File: src/rtl/pixel_unpacker.sv
// pixel_unpacker: AXI4-Stream receiver that unpacks 24-bit RGB pixels carried
// four-per-three 32-bit words and presents them one pixel per handshake,
// tagged with start-of-frame, end-of-line and end-of-frame markers.
module pixel_unpacker #(
    parameter int X_SIZE = 640,
    parameter int Y_SIZE = 480
) (
    input  logic        aclk,
    input  logic        aresetn,
    input  logic [31:0] in_stream_tdata,
    input  logic [3:0]  in_stream_tkeep,
    input  logic        in_stream_tlast,
    input  logic        in_stream_tuser,
    input  logic        in_stream_tvalid,
    output logic        in_stream_tready,
    output logic [7:0]  r,
    output logic [7:0]  g,
    output logic [7:0]  b,
    output logic        valid,
    input  logic        ready,
    output logic        sof,
    output logic        eol,
    output logic        eof,
    output logic        err
);

    localparam int XW = (X_SIZE > 1) ? $clog2(X_SIZE) : 1;
    localparam int YW = (Y_SIZE > 1) ? $clog2(Y_SIZE) : 1;
    localparam logic [XW-1:0] X_LAST   = XW'(X_SIZE - 1);
    localparam logic [XW-1:0] X_PENULT = XW'(X_SIZE - 2);
    localparam logic [YW-1:0] Y_LAST   = YW'(Y_SIZE - 1);

    // Word position inside a 3-word group; PH2B drains the second pixel of a PH2 word.
    typedef enum logic [1:0] {PH0, PH1, PH2, PH2B} phase_e;

    phase_e        r_state, w_state_nxt;
    logic [15:0]   r_carry, w_carry_nxt;
    logic [23:0]   r_hold,  w_hold_nxt;   // {r, g, b}
    logic [XW-1:0] r_x,     w_x_nxt;      // x of the next pixel to be produced
    logic [YW-1:0] r_y,     w_y_nxt;
    logic          r_valid, w_valid_nxt;
    logic [23:0]   r_pix,   w_pix_nxt;    // {r, g, b}
    logic          r_sof,   w_sof_nxt;
    logic          r_eol,   w_eol_nxt;
    logic          r_eof,   w_eof_nxt;
    logic          r_err,   w_err_nxt;

    logic          w_adv;
    logic          w_acc;
    logic [7:0]    w_b0, w_b1, w_b2, w_b3;

    phase_e        w_phase;
    logic [XW-1:0] w_xc;
    logic [YW-1:0] w_yc;
    logic          w_load;
    logic [23:0]   w_pix;
    logic          w_completes;
    logic          w_line_err;
    logic          w_eol;

    // The output stage can take a new pixel when empty or being drained this cycle.
    assign w_adv            = !r_valid || ready;
    assign in_stream_tready = aresetn && (r_state != PH2B) && w_adv;
    assign w_acc            = in_stream_tvalid && in_stream_tready;

    assign w_b0 = in_stream_tdata[7:0];
    assign w_b1 = in_stream_tdata[15:8];
    assign w_b2 = in_stream_tdata[23:16];
    assign w_b3 = in_stream_tdata[31:24];

    assign r     = r_pix[23:16];
    assign g     = r_pix[15:8];
    assign b     = r_pix[7:0];
    assign valid = r_valid;
    assign sof   = r_sof;
    assign eol   = r_eol;
    assign eof   = r_eof;
    assign err   = r_err;

    // Phase decode, pixel selection, position counters, markers and error detection.
    always_comb begin
        // NOTE: every signal written here gets a default first, so no path infers a latch.
        w_state_nxt = r_state;
        w_carry_nxt = r_carry;
        w_hold_nxt  = r_hold;
        w_x_nxt     = r_x;
        w_y_nxt     = r_y;
        w_valid_nxt = r_valid && !ready;
        w_pix_nxt   = r_pix;
        w_sof_nxt   = r_sof;
        w_eol_nxt   = r_eol;
        w_eof_nxt   = r_eof;
        w_err_nxt   = 1'b0;
        w_phase     = r_state;
        w_xc        = r_x;
        w_yc        = r_y;
        w_load      = 1'b0;
        w_pix       = r_hold;
        w_completes = 1'b0;
        w_line_err  = 1'b0;
        w_eol       = 1'b0;

        if (w_acc) begin
            w_load = 1'b1;
            // Start of frame resynchronises phase and position before decoding.
            if (in_stream_tuser) begin
                w_phase = PH0;
                w_xc    = '0;
                w_yc    = '0;
            end
            case (w_phase)
                PH0: begin
                    w_pix       = {w_b2, w_b1, w_b0};
                    w_carry_nxt = {8'h00, w_b3};
                    w_state_nxt = PH1;
                    w_completes = (w_xc == X_LAST);
                end
                PH1: begin
                    w_pix       = {w_b1, w_b0, r_carry[7:0]};
                    w_carry_nxt = {w_b3, w_b2};
                    w_state_nxt = PH2;
                    w_completes = (w_xc == X_LAST);
                end
                default: begin
                    w_pix       = {w_b0, r_carry[15:8], r_carry[7:0]};
                    w_hold_nxt  = {w_b3, w_b2, w_b1};
                    w_state_nxt = PH2B;
                    w_completes = (w_xc == X_LAST) || (w_xc == X_PENULT);
                end
            endcase
            w_line_err = in_stream_tlast && !w_completes;
            w_err_nxt  = w_line_err
                       || (!in_stream_tlast && w_completes)
                       || (in_stream_tkeep != 4'hF);
        end else if ((r_state == PH2B) && w_adv) begin
            w_load      = 1'b1;
            w_pix       = r_hold;
            w_state_nxt = PH0;
        end

        if (w_load) begin
            w_eol       = (w_xc == X_LAST);
            w_valid_nxt = 1'b1;
            w_pix_nxt   = w_pix;
            w_sof_nxt   = w_acc && in_stream_tuser;
            w_eol_nxt   = w_eol;
            w_eof_nxt   = w_eol && (w_yc == Y_LAST);
            if (w_eol || w_line_err) begin
                w_x_nxt = '0;
                w_y_nxt = (w_yc == Y_LAST) ? '0 : w_yc + YW'(1);
            end else begin
                w_x_nxt = w_xc + XW'(1);
                w_y_nxt = w_yc;
            end
            // A premature tlast drops the partial group; the next word starts fresh.
            if (w_line_err) begin
                w_state_nxt = PH0;
                w_carry_nxt = '0;
            end
        end
    end

    // State, carry/hold storage, counters and output stage with synchronous reset.
    always_ff @(posedge aclk) begin
        if (!aresetn) begin
            r_state <= PH0;
            // NOTE: carry and hold are cleared too, so a mid-group reset cannot leak a stale pixel.
            r_carry <= '0;
            r_hold  <= '0;
            r_x     <= '0;
            r_y     <= '0;
            r_valid <= 1'b0;
            r_pix   <= '0;
            r_sof   <= 1'b0;
            r_eol   <= 1'b0;
            r_eof   <= 1'b0;
            r_err   <= 1'b0;
        end else begin
            // NOTE: non-blocking assignments so every register samples pre-edge values.
            r_state <= w_state_nxt;
            r_carry <= w_carry_nxt;
            r_hold  <= w_hold_nxt;
            r_x     <= w_x_nxt;
            r_y     <= w_y_nxt;
            r_valid <= w_valid_nxt;
            r_pix   <= w_pix_nxt;
            r_sof   <= w_sof_nxt;
            r_eol   <= w_eol_nxt;
            r_eof   <= w_eof_nxt;
            r_err   <= w_err_nxt;
        end
    end

endmodule
File: config.mk
export PLATFORM = sky130hd
export DESIGN_NAME = pixel_unpacker
export DESIGN_NICKNAME = d
export VERILOG_FILES = /design/src/rtl/pixel_unpacker.sv
export SDC_FILE = /design/constraint.sdc
export NUM_CORES = 1
export LEC_CHECK = 0
export BUFFER_PORTS_ARGS = -buffer_cell sky130_fd_sc_hd__clkbuf_2
export CELL_PAD_IN_SITES_DETAIL_PLACEMENT = 0
export CELL_PAD_IN_SITES_GLOBAL_PLACEMENT = 1
export CORE_MARGIN = 8
export CORE_UTILIZATION = 30
export CTS_BUF_LIST = sky130_fd_sc_hd__clkbuf_16
export CTS_CLUSTER_SIZE = 25
export DETAILED_ROUTE_END_ITERATION = 12
export PLACE_DENSITY_LB_ADDON = 0.1
export SLEW_MARGIN = 20
export SYNTH_ARGS = -nofsm -noshare
export SYNTH_HDL_FRONTEND = slang
export SYNTH_SLANG_ARGS = --single-unit
File: constraint.sdc
create_clock -name aclk -period 3.72 [get_ports aclk]
set_input_delay 0.744 -clock aclk [delete_from_list [all_inputs] [get_ports aclk]]
set_output_delay 0.744 -clock aclk [all_outputs]
set_load 0.05 [all_outputs]
* After elaboration in Yosys (flattened, before gate mapping)
Index checks and enable logic that the tools add are counted.
Operators by class: mux-type cells 27, bitwise gates (word level) 1, add/subtract/negate cells 2, reductions and logical operators 22, equal/unequal tests 8
Operators by type and width (number):
- $mux 16 | 3
- $pmux 24 s2 | 1
- $mux 10 | 4
- $mux 9 | 4
- $pmux 16 s2 | 1
- $eq 10x10->1 const B | 3
- $mux 24 | 1
- $mux 2 | 6
- $add 10x1->10 const B | 1
- $add 9x1->9 const B | 1
- $eq 9x9->1 const B | 1
- $logic_and 1x1->1 | 9
- $mux 1 | 6
- $logic_or 1x1->1 | 5
- $logic_not 1->1 | 4
- $ne 4x4->1 const B | 1
- $pmux 2 s2 | 1
- $reduce_and 2->1 | 2
- $eq 2x1->1 const B | 1
- $eq 2x2->1 const B | 1
- $logic_not 2->1 | 1
- $ne 2x2->1 const B | 1
- $reduce_or 2->1 | 1
- $not 1->1 | 1
Word-level totals: output and inout bits 30, register bits after elaboration 90, input bits 42, logic and storage cells 71

* Logic depth before layout (Yosys ltp)
Gate-level depths: netlist of the first run.
depth in word-level cells 14, depth in mapped cells 13

* Worst setup path before layout of the first run
OpenSTA, ideal clock, no wires.
kind input to output, start point input port aresetn, end point output port in_stream_tready, arrival time 2.534 ns, cell stages on the path 5, slack 0.442 ns, required time 2.976 ns, buffers on the path 3, path through buf_2 > inv_1 > buf_1 > buf_1 > nor3_1
On the way: cells in the longest elaborated chain, start to end 2
RTL lines:
- start: declaration | RTL line 9 | input logic aresetn,
- $logic_and 1x1->1 (2 in series) | RTL line 63 | assign in_stream_tready = aresetn && (r_state != PH2B) && w_adv;
- end: declaration | RTL line 15 | output logic in_stream_tready,
No other way between the ends.

* Worst setup path in the final report of the first run
start point register r_state[1], end point register r_x[8]
On the way: cells in the longest elaborated chain, start to end 11
RTL lines:
- start: declaration | RTL line 36 | phase_e r_state, w_state_nxt;
- start signal: assignment | RTL line 180 | r_state <= w_state_nxt;
- branches (longest 11 deep; another with $add 10x1->10)
- end signal: assignment | RTL line 183 | r_x <= w_x_nxt;
- end: declaration | RTL line 39 | logic [XW-1:0] r_x, w_x_nxt;
Several ways; the timed one is not identified. The select of a mux whose other input is x is not followed. A chain may end at the register's enable or synchronous reset.

==> results of run 1 <==
[flip-flops by register name (all words and copies together), names as in the netlist]
name and flops:
r_hold 24, r_pix 24, r_carry 16, r_x 10
r_y 9, r_state 2, eof 1, eol 1
err 1, sof 1, valid 1
[final cells by class]
class | count | area, um2
Fill cell | 1501 | 9210
Tap cell | 184 | 230
Multi-Input combinational cell | 399 | 2360
Timing Repair Buffer | 87 | 488
Sequential cell | 90 | 1800
Inverter | 2 | 7.51
Clock buffer | 9 | 225
Clock inverter | 7 | 45.0
[per-layer routing]
layer	vias to the layer above	global-route usage	routed length [um]
met2	129	0.214	5840
li1	2078	-	-
met4	0	0.0628	267
met5	-	0	0
met1	2009	0.251	8040
met3	18	0.0334	917
[power by group]
| part | internal, mW | switching [mW] | leakage (nW) |
|---|---|---|---|
| clock | 0.452 | 0.411 | 0.137 |
| sequential | 0.990 | 0.0166 | 0.731 |
| combinational | 0.0872 | 0.212 | 1.08 |
[worst min-delay path: stages, from the launching register on]
cell and delay [ns]:
dfxtp_1 0.31, nand2_1 0.05, a21oi_1 0.05
[synthesized netlist by cell type (all sizes together), types with 2 or more instances]
| master | instances |
|---|---|
| a22o | 9 |
| nand3 | 13 |
| a21oi | 47 |
| nand4 | 12 |
| nand2b | 3 |
| mux2i | 8 |
| dfxtp | 90 |
| a311oi | 13 |
| and2 | 8 |
| clkbuf | 18 |
| or4 | 2 |
| nor4 | 2 |
| nor3 | 5 |
| o211ai | 3 |
| and4 | 2 |
| a22oi | 35 |
| ha | 3 |
| inv | 2 |
| a221o | 2 |
| a211oi | 29 |
| o21ai | 12 |
| a32oi | 2 |
| nand4b | 2 |
| and3 | 18 |
| o31ai | 3 |
| buf | 24 |
| mux2 | 2 |
| nor2b | 5 |
| xnor2 | 2 |
| a31oi | 3 |
| o21bai | 2 |
| nor2 | 44 |
| nand2 | 95 |
[cell usage in the layout, fill, tap and decap left out, drive strengths merged, types with 2 or more instances in the layout]
| cell | count |
|---|---|
| nand4 | 12 |
| a221o | 2 |
| mux2i | 8 |
| nand3 | 13 |
| buf | 16 |
| a311oi | 13 |
| nor3 | 5 |
| inv | 3 |
| a31oi | 3 |
| and3 | 18 |
| a22o | 9 |
| or4 | 2 |
| nor2b | 5 |
| a32oi | 2 |
| nor2 | 44 |
| dfxtp | 90 |
| nand2b | 3 |
| clkinv | 6 |
| o31ai | 3 |
| nor4 | 2 |
| nand2 | 95 |
| and2 | 8 |
| ha | 3 |
| clkbuf | 80 |
| o211ai | 3 |
| mux2 | 2 |
| a21oi | 47 |
| o21ai | 12 |
| a22oi | 35 |
| xnor2 | 2 |
| a211oi | 29 |
| o21bai | 2 |
| and4 | 2 |
| nand4b | 2 |
[how the worst max path moves through the flow]
stage	end	depth (start not counted)	start	slack, ns
4_1_cts	r_x[8]	10	r_state[1]	0.93
3_3_place_gp	r_y[0]	11	in_stream_tvalid	0.79
3_5_place_dp	r_y[7]	10	in_stream_tvalid	0.72
2_1_floorplan	in_stream_tready	5	aresetn	0.44
5_1_grt	r_x[3]	10	r_state[1]	0.76
6_report	r_x[8]	10	r_state[1]	0.95
[logic make-up (layout without fill, tap and decap cells)]
family | Yosys count | after routing | synth area share
buffers and inverters | 44 | 105 | 0.0462
xor gates and xnor gates | 2 | 2 | 0.00402
DFF | 90 | 90 | 0.414
adders and majority gates | 3 | 3 | 0.00862
muxes | 10 | 10 | 0.0236
AOI/OAI and AO/OA | 169 | 169 | 0.274
and+or+nand+nor | 215 | 215 | 0.230
==> results.cfg, run 1 <==
[placement]
place_area_um2 = 4890
dpl.cell_count = 762
pre_cts_ws_ns = 0.722
io_buffer_count = 71
gp_congestion = 0.867
place_hpwl_mm = 10.5

[layout]
syn_to_final_growth_pct = 18.5
fin_area_um2 = 5160
final_nets = 634
final_layout_size_suffix_gt1_frac = 0.192
stdcell_count = 778
antenna_cells = 0
utilization = 0.359

[yosys]
synth_cell_type_count = 54
synth_top_cell_by_area = dfxtp_1
synth_top_area_share = 0.414
synth-edff-count = 0
async_reset_ff_frac = 0
yosysSeqAreaShare = 0.414
ys_top_cells_by_area = dfxtp_1, nand2_1, a22oi_1
synth.cell_area_um2 = 4360
synth_area_per_cell_um2 = 8.17
synth-seq-cells = 90
synth_fp_nets = 578
syn-instance-count = 533
yosysWarnings = 0
synthFlopType = dfxtp_1

[power_and_ir_drop]
powerDensity_nw_per_um2 = 420
ir_drop_mv = 0.209
power_mw = 2.17
p_leak_nw = 1.95

[grt]
grt_pass1_wl_mm = 23.4
gr-total-overflow = 0
grt_max_degree = 52
grt_pass1_vias = 4021
grt_antenna_before_repair = 0
grt_usage = 0.164

[timing]
finalHoldViolCount = 0
layout_min_cycle_time_ns = 2.77
slew_headroom = 0.373
hold_ws_ns = 0.453
setup_ws_ns = 0.949
skew_ns = 0.00717
setup_tns_ns = 0
post-route-period-util = 0.745
setup_viol = 0
rsz0062_at_grt = false
worst_pin_slew_ns = 0.938
slew_viol_final = 0
fmax_mhz = 361

[clock_network]
cts_hold_buf = 0
cts.clk_slew.worst_paths_ns = 0.07
cts_buffers = 9
postCtsSetupBuffers = 0
cts-resized-gates = 0
cts_buffer_depth = 2
root_buffer = clkbuf_16
clock-sinks = 90
cts_tree = yes
insertion_delay_ns = 0.35
htreeDepth = 3

[setup_path]
crit_required_ns = 4.00
crit_arrival_ns = 3.05
r2r_start = r_state[1]
crit_path_top_delay_cell = or4_1
r2r_setup_slack_ns = 0.95
ff2ff_path_depth = 10
crit_path_end_kind = register
worstReg2RegEnd = r_x[8]
path_buf_inv = 1
critPathMaxFanout = 18
cpPeakStageDelay_ns = 0.47
critPathLaunchType = register
crit_family = simple AND/OR/NAND/NOR gates
critPathKind = reg2reg
path_cells = buf_4 -> nor2_1 -> nor4bb_1 -> nand4_1 -> ha_1 -> o211a_4 -> a211oi_4 -> nand2_2 -> or4_1 -> o21ai_1

[routing]
first_pass_iters = 5
vias_per_cell = 5.44
drt_iter0_drc = 356
via_count = 4234
ant_nets = 0
drc_errors = 0
drt_wl_total_mm = 15.1
post_drt_wl_per_cell_um = 19.4

[flow_run]
cap_violations = 0

[worst_hold_path]
holdPathEnd = r_hold[2]
hold_path.class = reg2reg
hp-start = r_hold[2]
hold_depth = 2

[die]
rows = 44
dieWidth_um = 137
coreArea_um2 = 14400
start_util = 0.303
dieHeight_um = 137
ios = 72
die_area_um2 = 18600

[outcome]
status = finished clean
(Power assumes the default switching activity.)
==> run 2: changes to the inputs <==
Settings changed: ABC_AREA set to 1.
Clock period 3.72 ns to 2.9 ns, I/O delays scaled along.
==> results.cfg, run 2 <==
[clock_network]
cts.clk_slew.worst_paths_ns = 0.07
clock-sinks = 90
cts_hold_buf = 0
cts_buffers = 9
htreeDepth = 3
postCtsSetupBuffers = 0
cts_tree = yes
root_buffer = clkbuf_16
insertion_delay_ns = 0.35
cts-resized-gates = 0
cts_buffer_depth = 2

[yosys]
yosysWarnings = 0
synthAdderAreaFrac = 0.00842
synth_top_cell_by_area = dfxtp_1
synthFlopType = dfxtp_1
synth-seq-cells = 90
synth_top_area_share = 0.404
synth_xor_xnor_area_share = 0.00786
synth_fp_nets = 689
synth-simple-area-share = 0.290
async_reset_ff_frac = 0
ys_top_cells_by_area = dfxtp_1, nand2_1, o21ai_0
yosysMostFrequentCell = nand2_1
synth_top_family_by_area = simple AND/OR/NAND/NOR gates
syn-instance-count = 644
synthMuxAreaShare = 0
yosysSeqAreaShare = 0.404
synth_area_per_cell_um2 = 6.92
synthTopCellsByCount = nand2_1, dfxtp_1, nor2_1, inv_1, o21ai_0
synth.cell_area_um2 = 4460
synth_compound_area_frac = 0.197
synth_cell_type_count = 36
synth-edff-count = 0

[layout]
syn_to_final_growth_pct = 19.6
fin_area_um2 = 5330
top_regs = r_hold (24), r_pix (24), r_carry (16)
fill_cells = 1615
layout_commonest_cell = nand2_1
final_cell_mix = nand2_1, dfxtp_1, clkbuf_2
utilization = 0.367
final_layout_size_suffix_gt1_frac = 0.172
final_nets = 755
multi_input_area_um2 = 2240
antenna_cells = 0
seqCellArea_um2 = 1800

[die]
dieWidth_um = 138
rows = 44
coreArea_um2 = 14500
die_area_um2 = 19000
dieHeight_um = 138
start_util = 0.307
ios = 72

[power_and_ir_drop]
powerDensity_nw_per_um2 = 529
ir_drop_mv = 0.279
p_leak_nw = 2.34

[setup_path]
crit_path_end_kind = register
critPathMaxFanout = 12
worstReg2RegEnd = r_y[6]
r2r_setup_slack_ns = 0.60
crit_required_ns = 3.15
critPathKind = reg2reg
critPathLaunchType = register
ff2ff_path_depth = 16
crit_path_end = r_y[6]
crit_start = r_state[1]
r2r_start = r_state[1]
crit_arrival_ns = 2.55

[timing]
layout_min_cycle_time_ns = 2.30
fmax_mhz = 434
rsz0062_at_grt = false
slew_viol_final = 0
setup_ws_ns = 0.598
slew_headroom = 0.629
worst_pin_slew_ns = 0.556
setup_viol = 0
skew_ns = 0.00636
finalHoldViolCount = 0
post-route-period-util = 0.794
setup_tns_ns = 0

[routing]
ant_nets = 0
via_count = 4354
vias_per_cell = 4.84
drc_errors = 0
post_drt_wl_per_cell_um = 16.4
drt_wl_total_mm = 14.7
drt_iter0_drc = 250
first_pass_iters = 4

[placement]
pre_cts_ws_ns = 0.297
io_buffer_count = 71
place_area_um2 = 5040
gp_congestion = 0.795
place_hpwl_mm = 10.3

[grt]
grt_pass1_vias = 4402
grt_pass1_wl_mm = 23.8
grt_usage = 0.163
grt_max_degree = 44
gr-total-overflow = 0
grt_antenna_before_repair = 0

[outcome]
status = finished clean

[worst_hold_path]
hold_path.class = in2reg

[flow_run]
cap_violations = 0
==> run 2: changes by cell type after synthesis, moves of 16 or more <==
| cell | previous run | this run |
|---|---|---|
| nor2_1 | 43 | 68 |
| inv_1 | 2 | 59 |
| nand2_1 | 93 | 168 |
| a211oi_1 | 28 | 0 |
| a31oi_1 | 3 | 19 |
| nand3_1 | 13 | 38 |
| o21ai_0 | 4 | 51 |
| a22oi_1 | 35 | 10 |
| and3_1 | 18 | 1 |
==> run 2: cells by family (layout without fill, tap and decap cells) <==
| kind of cell | Yosys count | count (layout) |
|---|---|---|
| DFF | 90 | 90 |
| adders and majority gates | 3 | 3 |
| and+or+nand+nor | 300 | 300 |
| buffers and inverters | 100 | 171 |
| AOI/OAI and AO/OA | 147 | 147 |
| xor gates and xnor gates | 4 | 4 |
==> run 2: cell type report <==
| type | count | share of cell area |
|---|---|---|
| clock buffer | 9 | 0.0422 |
| multi-input combinational | 454 | 0.421 |
| inverter | 65 | 0.0458 |
| sequential | 90 | 0.338 |
| clock inverter | 7 | 0.0117 |
| timing repair buffer | 90 | 0.0981 |
| tap | 184 | 0.0432 |
==> run 2: stage by stage <==
stage / std cells / hold slack (ns) / total power [mW]
floorplan: 644 / 0.457 / 1.55
global placement: 883 / 0.456 / 1.68
detailed placement: 883 / 0.467 / 1.68
CTS: 899 / 0.459 / 2.86
global route: 899 / 0.459 / 2.95
finish: 899 / 0.462 / 2.82
==> run 2: worst min-delay path by stage <==
stage | from | end | depth (start not counted)
3_3_place_gp | eol | eol | 2
4_1_cts | in_stream_tkeep[0] | err | 2
3_5_place_dp | sof | sof | 2
6_report | in_stream_tkeep[0] | err | 2
5_1_grt | in_stream_tkeep[0] | err | 2
2_1_floorplan | r_hold[11] | r_pix[11] | 2
==> run 2: layer usage <==
layer / global-route usage / part of all wire / routed length [um] / vias up
met1: 0.197 / 0.46 / 6710 / 1989
met3: 0.0475 / 0.047 / 692 / 14
li1: - / - / - / 2272
met4: 0.0448 / 0.015 / 227 / 0
met5: 0 / 0 / 0 / -
met2: 0.275 / 0.48 / 7090 / 79
==> run 2: power breakdown <==
part	switching [mW]	leakage [nW]	total [mW]	internal, mW
logic	0.252	1.46	0.356	0.103
registers	0.0233	0.731	1.30	1.27
clock network	0.509	0.145	1.17	0.660
==> run 2: worst max-delay path, cell delays in order, from the launching register on <==
cell and delay [ns]:
dfxtp_1 0.41, nand2_2 0.11, nand2_2 0.09, nor2_4 0.04
nand3_2 0.08, inv_1 0.11, nor2_1 0.11, ha_1 0.22
nand3_4 0.11, nor2_4 0.16, nand3_2 0.11, nand2_2 0.24
inv_1 0.16, nand2_1 0.09, nand3_1 0.07, nand2_1 0.07
inv_1 0.03
